File: src/rtl/tile_pkg.sv
`default_nettype none
// ============================================================================
// Module      : tile_pkg
// Description : Shared encodings for the tile grid renderer: click states,
//               tile colour codes, renderer FSM states and default colours.
// Revision    : 1.0 - initial release
// ============================================================================
package tile_pkg;

  // Click state as reported by the game controller; 3 behaves like PAUSE
  localparam logic [1:0] CLICK_PAUSE = 2'd0;
  localparam logic [1:0] CLICK_SCORE = 2'd1;
  localparam logic [1:0] CLICK_MISS  = 2'd2;

  // Colour code of one tile; also what is remembered per tile for dirty mode
  typedef enum logic [1:0] {
    CODE_BG   = 2'd0,
    CODE_TILE = 2'd1,
    CODE_HIT  = 2'd2,
    CODE_MISS = 2'd3
  } code_e;

  // Renderer state machine
  typedef enum logic [2:0] {
    ST_IDLE  = 3'd0,
    ST_SETUP = 3'd1,
    ST_DRAW  = 3'd2,
    ST_NEXT  = 3'd3,
    ST_DONE  = 3'd4
  } state_e;

  // Default palette
  localparam logic [8:0] DEF_BG_COLOR   = 9'h05a;
  localparam logic [8:0] DEF_TILE_COLOR = 9'h1ff;
  localparam logic [8:0] DEF_HIT_COLOR  = 9'h3f2;
  localparam logic [8:0] DEF_MISS_COLOR = 9'h3a1;

  // Colour code of a tile: only occupied tiles in the hit row show click feedback
  function automatic code_e tile_code(input logic occupied, input logic hit_row,
                                      input logic [1:0] click);
    code_e c;
    c = CODE_BG;
    if (occupied) begin
      c = CODE_TILE;
      if (hit_row && click == CLICK_SCORE) c = CODE_HIT;
      if (hit_row && click == CLICK_MISS)  c = CODE_MISS;
    end
    return c;
  endfunction

endpackage
`default_nettype wire

File: src/rtl/tile_pixel_scan.sv
`default_nettype none
// ============================================================================
// Module      : tile_pixel_scan
// Description : Raster counter across one TILE_W x TILE_H tile. px runs
//               fastest; last flags the bottom-right pixel.
// Revision    : 1.0 - initial release
// ============================================================================
module tile_pixel_scan #(
  parameter int TILE_W = 40,
  parameter int TILE_H = 30,
  parameter int PX_W   = 6,
  parameter int PY_W   = 5
) (
  input  logic            CLOCK_50,
  input  logic            reset,
  input  logic            clear,
  input  logic            enable,
  output logic [PX_W-1:0] px,
  output logic [PY_W-1:0] py,
  output logic            last
);

  logic px_wrap;
  logic py_wrap;

  assign px_wrap = (px == PX_W'(TILE_W - 1));
  assign py_wrap = (py == PY_W'(TILE_H - 1));
  assign last    = px_wrap && py_wrap;

  // Step through the tile in raster order; clear has priority over enable
  always_ff @(posedge CLOCK_50) begin
    if (!reset || clear) begin
      px <= '0;
      py <= '0;
    end else if (enable) begin
      if (px_wrap) begin
        px <= '0;
        py <= py_wrap ? '0 : py + 1'b1;
      end else begin
        px <= px + 1'b1;
      end
    end
  end

endmodule
`default_nettype wire

File: src/rtl/tile_grid_renderer.sv
`default_nettype none
// ============================================================================
// Module      : tile_grid_renderer
// Description : Snapshots a ROWS x COLS occupancy grid on start and paints
//               each tile as a TILE_W x TILE_H rectangle on the VGA pixel
//               port, one pixel per clock, optionally skipping tiles whose
//               colour is unchanged since the previous frame.
// Revision    : 1.0 - initial release
// ============================================================================
module tile_grid_renderer
  import tile_pkg::*;
#(
  parameter int COLS    = 4,
  parameter int ROWS    = 4,
  parameter int TILE_W  = 40,
  parameter int TILE_H  = 30,
  parameter int X_W     = 8,
  parameter int Y_W     = 7,
  parameter int COLOR_W = 9,
  parameter logic [COLOR_W-1:0] BG_COLOR   = COLOR_W'(DEF_BG_COLOR),
  parameter logic [COLOR_W-1:0] TILE_COLOR = COLOR_W'(DEF_TILE_COLOR),
  parameter logic [COLOR_W-1:0] HIT_COLOR  = COLOR_W'(DEF_HIT_COLOR),
  parameter logic [COLOR_W-1:0] MISS_COLOR = COLOR_W'(DEF_MISS_COLOR)
) (
  input  logic                 CLOCK_50,
  input  logic                 reset,
  input  logic                 start,
  input  logic                 dirty_only,
  input  logic [ROWS*COLS-1:0] grid,
  input  logic [1:0]           click_state,
  output logic                 busy,
  output logic                 done,
  output logic                 plot,
  output logic [X_W-1:0]       VGA_X,
  output logic [Y_W-1:0]       VGA_Y,
  output logic [COLOR_W-1:0]   VGA_COLOR
);

  localparam int NT    = ROWS * COLS;
  localparam int IDX_W = (NT > 1) ? $clog2(NT) : 1;
  localparam int COL_W = (COLS > 1) ? $clog2(COLS) : 1;
  localparam int ROW_W = (ROWS > 1) ? $clog2(ROWS) : 1;
  localparam int PX_W  = (TILE_W > 1) ? $clog2(TILE_W) : 1;
  localparam int PY_W  = (TILE_H > 1) ? $clog2(TILE_H) : 1;

  // The playfield must fit the VGA coordinate space
  if (COLS * TILE_W > (1 << X_W)) begin : g_x_range_err
    $error("tile_grid_renderer: COLS*TILE_W exceeds the VGA_X range");
  end
  if (ROWS * TILE_H > (1 << Y_W)) begin : g_y_range_err
    $error("tile_grid_renderer: ROWS*TILE_H exceeds the VGA_Y range");
  end

  state_e           state;
  logic [NT-1:0]    grid_q;
  logic [1:0]       click_q;
  logic             dirty_q;
  logic [ROW_W-1:0] row;
  logic [COL_W-1:0] col;
  code_e            cur_code;
  code_e            drawn_code [NT];
  logic             drawn_valid;
  logic             tile_end;     // pixel currently on the port is the tile's last

  logic [PX_W-1:0]  px;
  logic [PY_W-1:0]  py;
  logic             scan_last;
  logic             scan_clear;
  logic             scan_enable;

  logic [IDX_W-1:0] tile_idx;
  logic [31:0]      x_full;
  logic [31:0]      y_full;
  logic             hit_row;
  logic             last_tile;
  code_e            setup_code;

  // The scanner points at the next pixel to put on the port; it leads the
  // registered outputs by one pixel so the first pixel leaves on the SETUP edge.
  assign scan_clear  = (state == ST_IDLE) || (state == ST_NEXT) || (state == ST_DONE);
  assign scan_enable = (state == ST_SETUP) || ((state == ST_DRAW) && !tile_end);

  tile_pixel_scan #(
    .TILE_W (TILE_W),
    .TILE_H (TILE_H),
    .PX_W   (PX_W),
    .PY_W   (PY_W)
  ) u_scan (
    .CLOCK_50 (CLOCK_50),
    .reset    (reset),
    .clear    (scan_clear),
    .enable   (scan_enable),
    .px       (px),
    .py       (py),
    .last     (scan_last)
  );

  assign tile_idx   = IDX_W'(32'(row) * 32'(COLS) + 32'(col));
  assign x_full     = 32'(col) * 32'(TILE_W) + 32'(px);
  assign y_full     = 32'(row) * 32'(TILE_H) + 32'(py);
  assign hit_row    = (32'(row) == 32'(ROWS - 1));
  assign last_tile  = hit_row && (32'(col) == 32'(COLS - 1));
  assign setup_code = tile_code(grid_q[tile_idx], hit_row, click_q);

  function automatic logic [COLOR_W-1:0] code_color(input code_e c);
    logic [COLOR_W-1:0] color;
    case (c)
      CODE_TILE: color = TILE_COLOR;
      CODE_HIT:  color = HIT_COLOR;
      CODE_MISS: color = MISS_COLOR;
      default:   color = BG_COLOR;
    endcase
    return color;
  endfunction

  // Frame sequencer with registered pixel-port and handshake outputs
  always_ff @(posedge CLOCK_50) begin
    if (!reset) begin
      state       <= ST_IDLE;
      busy        <= 1'b0;
      done        <= 1'b0;
      plot        <= 1'b0;
      VGA_X       <= '0;
      VGA_Y       <= '0;
      VGA_COLOR   <= BG_COLOR;
      grid_q      <= '0;
      click_q     <= CLICK_PAUSE;
      dirty_q     <= 1'b0;
      row         <= '0;
      col         <= '0;
      cur_code    <= CODE_BG;
      drawn_valid <= 1'b0;
      tile_end    <= 1'b0;
      for (int i = 0; i < NT; i++) drawn_code[i] <= CODE_BG;
    end else begin
      case (state)
        ST_IDLE: begin
          if (start) begin
            grid_q  <= grid;
            click_q <= click_state;
            dirty_q <= dirty_only;
            row     <= '0;
            col     <= '0;
            busy    <= 1'b1;
            state   <= ST_SETUP;
          end
        end

        ST_SETUP: begin
          cur_code <= setup_code;
          if (dirty_q && drawn_valid && (setup_code == drawn_code[tile_idx])) begin
            state <= ST_NEXT;
          end else begin
            plot      <= 1'b1;
            VGA_X     <= X_W'(x_full);
            VGA_Y     <= Y_W'(y_full);
            VGA_COLOR <= code_color(setup_code);
            tile_end  <= scan_last;
            state     <= ST_DRAW;
          end
        end

        ST_DRAW: begin
          if (tile_end) begin
            plot                 <= 1'b0;
            tile_end             <= 1'b0;
            drawn_code[tile_idx] <= cur_code;
            state                <= ST_NEXT;
          end else begin
            VGA_X    <= X_W'(x_full);
            VGA_Y    <= Y_W'(y_full);
            tile_end <= scan_last;
          end
        end

        ST_NEXT: begin
          if (last_tile) begin
            drawn_valid <= 1'b1;
            done        <= 1'b1;
            state       <= ST_DONE;
          end else begin
            if (32'(col) == 32'(COLS - 1)) begin
              col <= '0;
              row <= row + 1'b1;
            end else begin
              col <= col + 1'b1;
            end
            state <= ST_SETUP;
          end
        end

        ST_DONE: begin
          done  <= 1'b0;
          busy  <= 1'b0;
          state <= ST_IDLE;
        end

        default: state <= ST_IDLE;
      endcase
    end
  end

endmodule
`default_nettype wire

File: config.mk
export PLATFORM = sky130hd
export DESIGN_NAME = tile_grid_renderer
export DESIGN_NICKNAME = d
export VERILOG_FILES = /design/src/rtl/tile_pkg.sv /design/src/rtl/tile_pixel_scan.sv /design/src/rtl/tile_grid_renderer.sv
export SDC_FILE = /design/constraint.sdc
export NUM_CORES = 1
export LEC_CHECK = 0
export ABC_AREA = 1
export CAP_MARGIN = 20
export CELL_PAD_IN_SITES_DETAIL_PLACEMENT = 1
export CELL_PAD_IN_SITES_GLOBAL_PLACEMENT = 1
export CORE_ASPECT_RATIO = 2
export CORE_MARGIN = 3
export CORE_UTILIZATION = 40
export DETAILED_ROUTE_END_ITERATION = 8
export DONT_BUFFER_PORTS = 1
export PLACE_DENSITY_LB_ADDON = 0.25
export SKIP_CTS_REPAIR_TIMING = 1
export SYNTH_ARGS = -nofsm -noshare
export SYNTH_HDL_FRONTEND = slang
export SYNTH_HIERARCHICAL = 1
export SYNTH_SLANG_ARGS = --single-unit
export TNS_END_PERCENT = 10
File: constraint.sdc
create_clock -name CLOCK_50 -period 4.87 [get_ports CLOCK_50]
set_input_delay 1.2175 -clock CLOCK_50 [delete_from_list [all_inputs] [get_ports CLOCK_50]]
set_output_delay 1.2175 -clock CLOCK_50 [all_outputs]
set_load 0.1 [all_outputs]
==> impl_metrics.xml <==
<?xml version="1.0" encoding="UTF-8"?>
<metrics>
  <group name="run_status">
    <metric name="run_status" unit="">complete, no violations</metric>
  </group>
  <group name="floorplan">
    <metric name="start_util" unit="%">41.42</metric>
    <metric name="floorplan.core_area" unit="mm²">0.01191</metric>
    <metric name="core.rowCount" unit="">56</metric>
    <metric name="io_pins" unit="">49</metric>
    <metric name="die_footprint" unit="mm²">0.01378</metric>
    <metric name="chipHeight" unit="µm">163.1</metric>
    <metric name="die_extent_in_x" unit="µm">84.53</metric>
  </group>
  <group name="placed_design">
    <metric name="place_congestion" unit="">0.7982</metric>
    <metric name="detailedPlacementHpwl" unit="mm">10.62</metric>
    <metric name="pre_cts_ws" unit="ps">1818</metric>
    <metric name="io_buffer_count" unit="">0</metric>
    <metric name="place_inst" unit="">741</metric>
  </group>
  <group name="finish">
    <metric name="final_net_count" unit="">650</metric>
    <metric name="most_frequent_cells_in_the_layout" unit="">137 x sky130_fd_sc_hd__nand2_1, 72 x sky130_fd_sc_hd__nand3_1, 66 x sky130_fd_sc_hd__inv_1</metric>
    <metric name="nFillCells" unit="">1476</metric>
    <metric name="antenna-diode-count" unit="">0</metric>
    <metric name="final_layout_size_suffix_gt1_share" unit="%">8.987</metric>
    <metric name="post_layout_utilization_of_the_core" unit="%">43.98</metric>
    <metric name="area_overhead_of_the_layout_relative_to_synthesis" unit="%">6.188</metric>
    <metric name="most_frequent_standard_cell_in_the_layout_excluding_fill_and_tap_cells" unit="">sky130_fd_sc_hd__nand2_1</metric>
    <metric name="post_layout_nonfiller_instances" unit="">757</metric>
  </group>
  <group name="clock_tree">
    <metric name="htree_num_levels" unit="">3</metric>
    <metric name="cts.sink_count" unit="">96</metric>
    <metric name="worst_skew_pair.late_latency" unit="ps">350</metric>
    <metric name="number_of_buffers_added_by_the_clock_tree_synthesis_step" unit="">9</metric>
    <metric name="reg_clk_slew_reported_paths" unit="ps">70</metric>
    <metric name="clk_path_buf_depth" unit="">2</metric>
    <metric name="cts_tree" unit="">done</metric>
    <metric name="cts_root_buffer" unit="">sky130_fd_sc_hd__clkbuf_16</metric>
  </group>
  <group name="drt">
    <metric name="detailroute.wirelength.met2" unit="mm">8.201</metric>
    <metric name="maxUsedRoutingLayer" unit="">met4</metric>
    <metric name="num_vias" unit="">4055</metric>
    <metric name="detail_route.drc_violations" unit="">0</metric>
    <metric name="drt_pass1_iterations" unit="">4</metric>
    <metric name="finalWirelength" unit="mm">13.90</metric>
    <metric name="drtIter0Drc" unit="">147</metric>
    <metric name="met1_length" unit="mm">4.646</metric>
    <metric name="detail_route.vias_per_cell" unit="">5.357</metric>
    <metric name="met3WireLength" unit="µm">447</metric>
    <metric name="wl_per_cell" unit="µm">18.36</metric>
    <metric name="ant_nets" unit="">0</metric>
  </group>
  <group name="global_routing">
    <metric name="grt_start_max_net_pins" unit="">47</metric>
    <metric name="first_global_vias" unit="">4500</metric>
    <metric name="wire_length_of_the_first_global_routing_pass" unit="mm">22.51</metric>
    <metric name="grt.overflow.total" unit="">0</metric>
    <metric name="antenna_violations_before_repair" unit="">0</metric>
    <metric name="grtUsageTotal" unit="%">20.92</metric>
  </group>
  <group name="timing">
    <metric name="period_minus_slack" unit="ps">3029</metric>
    <metric name="layout_setup_ws" unit="ps">1841</metric>
    <metric name="setup_viol_count_final" unit="">0</metric>
    <metric name="worst_slew_pin_slew" unit="ps">1088</metric>
    <metric name="fin_worst_skew" unit="ps">9.516</metric>
    <metric name="final_layout_setup_total_negative_slack" unit="ps">0</metric>
    <metric name="finalHoldViolCount" unit="">0</metric>
    <metric name="final-max-slew-violation-count" unit="">0</metric>
    <metric name="timing.final.crit_share" unit="%">62.20</metric>
    <metric name="timing.fmax" unit="GHz">0.3302</metric>
    <metric name="grt_setup_unrepaired" unit="">false</metric>
    <metric name="slew-limit-headroom" unit="%">27.38</metric>
  </group>
  <group name="synth">
    <metric name="yosysWarningCount" unit="">6</metric>
    <metric name="postSynthNetCount" unit="">667</metric>
    <metric name="syn_avg_cell_area" unit="µm²">7.906</metric>
    <metric name="synth.yosys.seq_area_share" unit="%">45.45</metric>
    <metric name="syn_inst_count" unit="">624</metric>
    <metric name="synth.lib_cells_used.distinct" unit="">36</metric>
    <metric name="synth_seq_cells" unit="">96</metric>
    <metric name="post_syn_area" unit="mm²">0.004933</metric>
  </group>
  <group name="setup_path">
    <metric name="kind_of_launch_point_of_the_worst_setup_path" unit="">flip-flop</metric>
    <metric name="timing.critical_path.slowest_stage_cell" unit="">sky130_fd_sc_hd__dfxtp_1</metric>
    <metric name="timing.critical_path.fanout_max" unit="">27</metric>
    <metric name="timing.critical_path.arrival" unit="ps">3280</metric>
    <metric name="critPathBufInv" unit="">2</metric>
    <metric name="worstPathRequired" unit="ps">5120</metric>
    <metric name="timing.critical_path.cells" unit="">inv_4 &gt; nand2_1 &gt; nand3_1 &gt; nand3_1 &gt; nand3_1 &gt; nand2_1 &gt; inv_1 &gt; nand2_1 &gt; nand2_2 &gt; o21bai_4 &gt; nand2_4 &gt; nand2_1 &gt; nand2_1 &gt; nor2_1</metric>
    <metric name="critPathKind" unit="">reg -&gt; reg</metric>
    <metric name="r2r_cells" unit="">14</metric>
    <metric name="critPathTopFamily" unit="">simple AND/OR/NAND/NOR gates</metric>
    <metric name="most_frequent_cp_cell" unit="">sky130_fd_sc_hd__nand2_1</metric>
    <metric name="setup.worst_path.end_class" unit="">flip-flop</metric>
    <metric name="timing.critical_path.slowest_cell_delay" unit="ps">770</metric>
    <metric name="timing.critical_path.depth" unit="">14</metric>
  </group>
  <group name="power_and_ir_drop">
    <metric name="intPower" unit="W">0.001354</metric>
    <metric name="total_switching_power" unit="W">0.0007437</metric>
    <metric name="power.ir.vdd_worst" unit="V">0.0002077</metric>
    <metric name="pwr-share-comb" unit="%">14.4</metric>
    <metric name="switching_share" unit="%">35.45</metric>
    <metric name="pwr_density_cell" unit="mW/mm²">400.4</metric>
    <metric name="portion_of_total_power_attributed_to_sequential_cells" unit="%">51.4</metric>
    <metric name="static-leakage-power" unit="nW">2.046</metric>
    <metric name="power.clock.fraction" unit="%">34.3</metric>
  </group>
  <group name="hold_path">
    <metric name="min_delay_path_depth" unit="">2</metric>
    <metric name="hold_class" unit="">reg -&gt; reg</metric>
  </group>
  <group name="job">
    <metric name="maxCapViolations" unit="">0</metric>
  </group>
</metrics>
worst reg2reg max path: stages, from the launching register on:
cell and delay [ps]:
sky130_fd_sc_hd__dfxtp_1 770, sky130_fd_sc_hd__inv_4 270, sky130_fd_sc_hd__nand2_1 130, sky130_fd_sc_hd__nand3_1 90, sky130_fd_sc_hd__nand3_1 120, sky130_fd_sc_hd__nand3_1 90
sky130_fd_sc_hd__nand2_1 160, sky130_fd_sc_hd__inv_1 60, sky130_fd_sc_hd__nand2_1 70, sky130_fd_sc_hd__nand2_2 70, sky130_fd_sc_hd__o21bai_4 480, sky130_fd_sc_hd__nand2_4 270
sky130_fd_sc_hd__nand2_1 120, sky130_fd_sc_hd__nand2_1 50, sky130_fd_sc_hd__nor2_1 190
cell type report:
class | instances | area, µm² | area share [%]
Inverter | 72 | 277.8 | 5.302
Timing Repair Buffer | 4 | 30.03 | 0.5732
Sequential cell | 96 | 2250 | 42.94
Tap cell | 145 | 181.4 | 3.463
Clock inverter | 5 | 47.55 | 0.9076
Multi-Input combinational cell | 424 | 2198 | 41.96
Clock buffer | 11 | 254.0 | 4.848
cell usage after synthesis (all sizes together):
cell	instances	area, µm²
xnor2	3	26.28
clkbuf	13	48.80
nand4	6	37.54
edfxtp	32	960.9
xor2	5	43.79
buf	19	166.4
o21bai	1	18.77
a211oi	2	15.01
fa	2	40.04
ha	19	237.7
clkinv	1	3.750
nand2	148	598.1
nor2	70	292.8
nor3	6	41.29
a31oi	1	6.260
a21oi	53	265.3
nor3b	1	7.510
dfxtp	64	1281
o21ai	29	148.9
nand3	77	410.4
inv	71	274.0
o2111ai	1	8.760
path summary, 6_finish.rpt:
kind / start / to / slack (ps)
min reg2reg: grid_q[3] / grid_q[3] / 470
max reg2reg: col[0] / VGA_X[4] / 1840
min: grid_q[3] / grid_q[3] / 470
max: col[0] / VGA_X[4] / 1840
cell families (layout without fill, tap and decap cells):
| logic type | after synthesis | in the layout | share of synthesized area, % |
|---|---|---|---|
| and+or+nand+nor | 308 | 308 | 28.13 |
| buffers and inverters | 104 | 92 | 9.993 |
| DFF | 96 | 96 | 45.45 |
| AOI/OAI and AO/OA | 87 | 87 | 9.384 |
| adders and majority gates | 21 | 21 | 5.630 |
| xor gates and xnor gates | 8 | 8 | 1.420 |
layer usage:
| metal | vias to the layer above | global-route usage (%) |
|---|---|---|
| li1 | 1994 | - |
| met1 | 1961 | 18.81 |
| met2 | 72 | 42.51 |
| met3 | 28 | 3.836 |
| met4 | 0 | 10.45 |
| met5 | - | 0 |
sequential cells by signal, indices dropped and copies added, names as in the netlist:
register,count
drawn_code,32
grid_q,16
VGA_X,8
VGA_Y,7
u_scan/px,6
VGA_COLOR,5
u_scan/py,5
state,3
click_q,2
col,2
cur_code,2
row,2
busy,1
dirty_q,1
done,1
drawn_valid,1
plot,1
tile_end,1
power groups by stage:
| stage | Combinational (W) | Sequential (W) | Clock (W) |
|---|---|---|---|
| final | 0.000301 | 0.00108 | 0.000719 |
| after floorplan | 0.000303 | 0.00104 | 0 |
| after global routing | 0.000341 | 0.00109 | 0.000762 |
| after detailed placement | 0.000304 | 0.00110 | 0 |
| after CTS | 0.000307 | 0.00108 | 0.000731 |
| after global placement | 0.000294 | 0.00110 | 0 |
per-stage QoR:
stage                     cell area (µm²)  power [W]  hold WS (ps)
after floorplan                      4933   0.001341         429.2
after global placement               4937   0.001390         442.9
after detailed placement             4937   0.001402         458.6
after CTS                            5239   0.002118         469.3
after global routing                 5239   0.002189         492.1
final                                5239   0.002098         468.9
No activity file was read; power rests on OpenSTA's default activity.
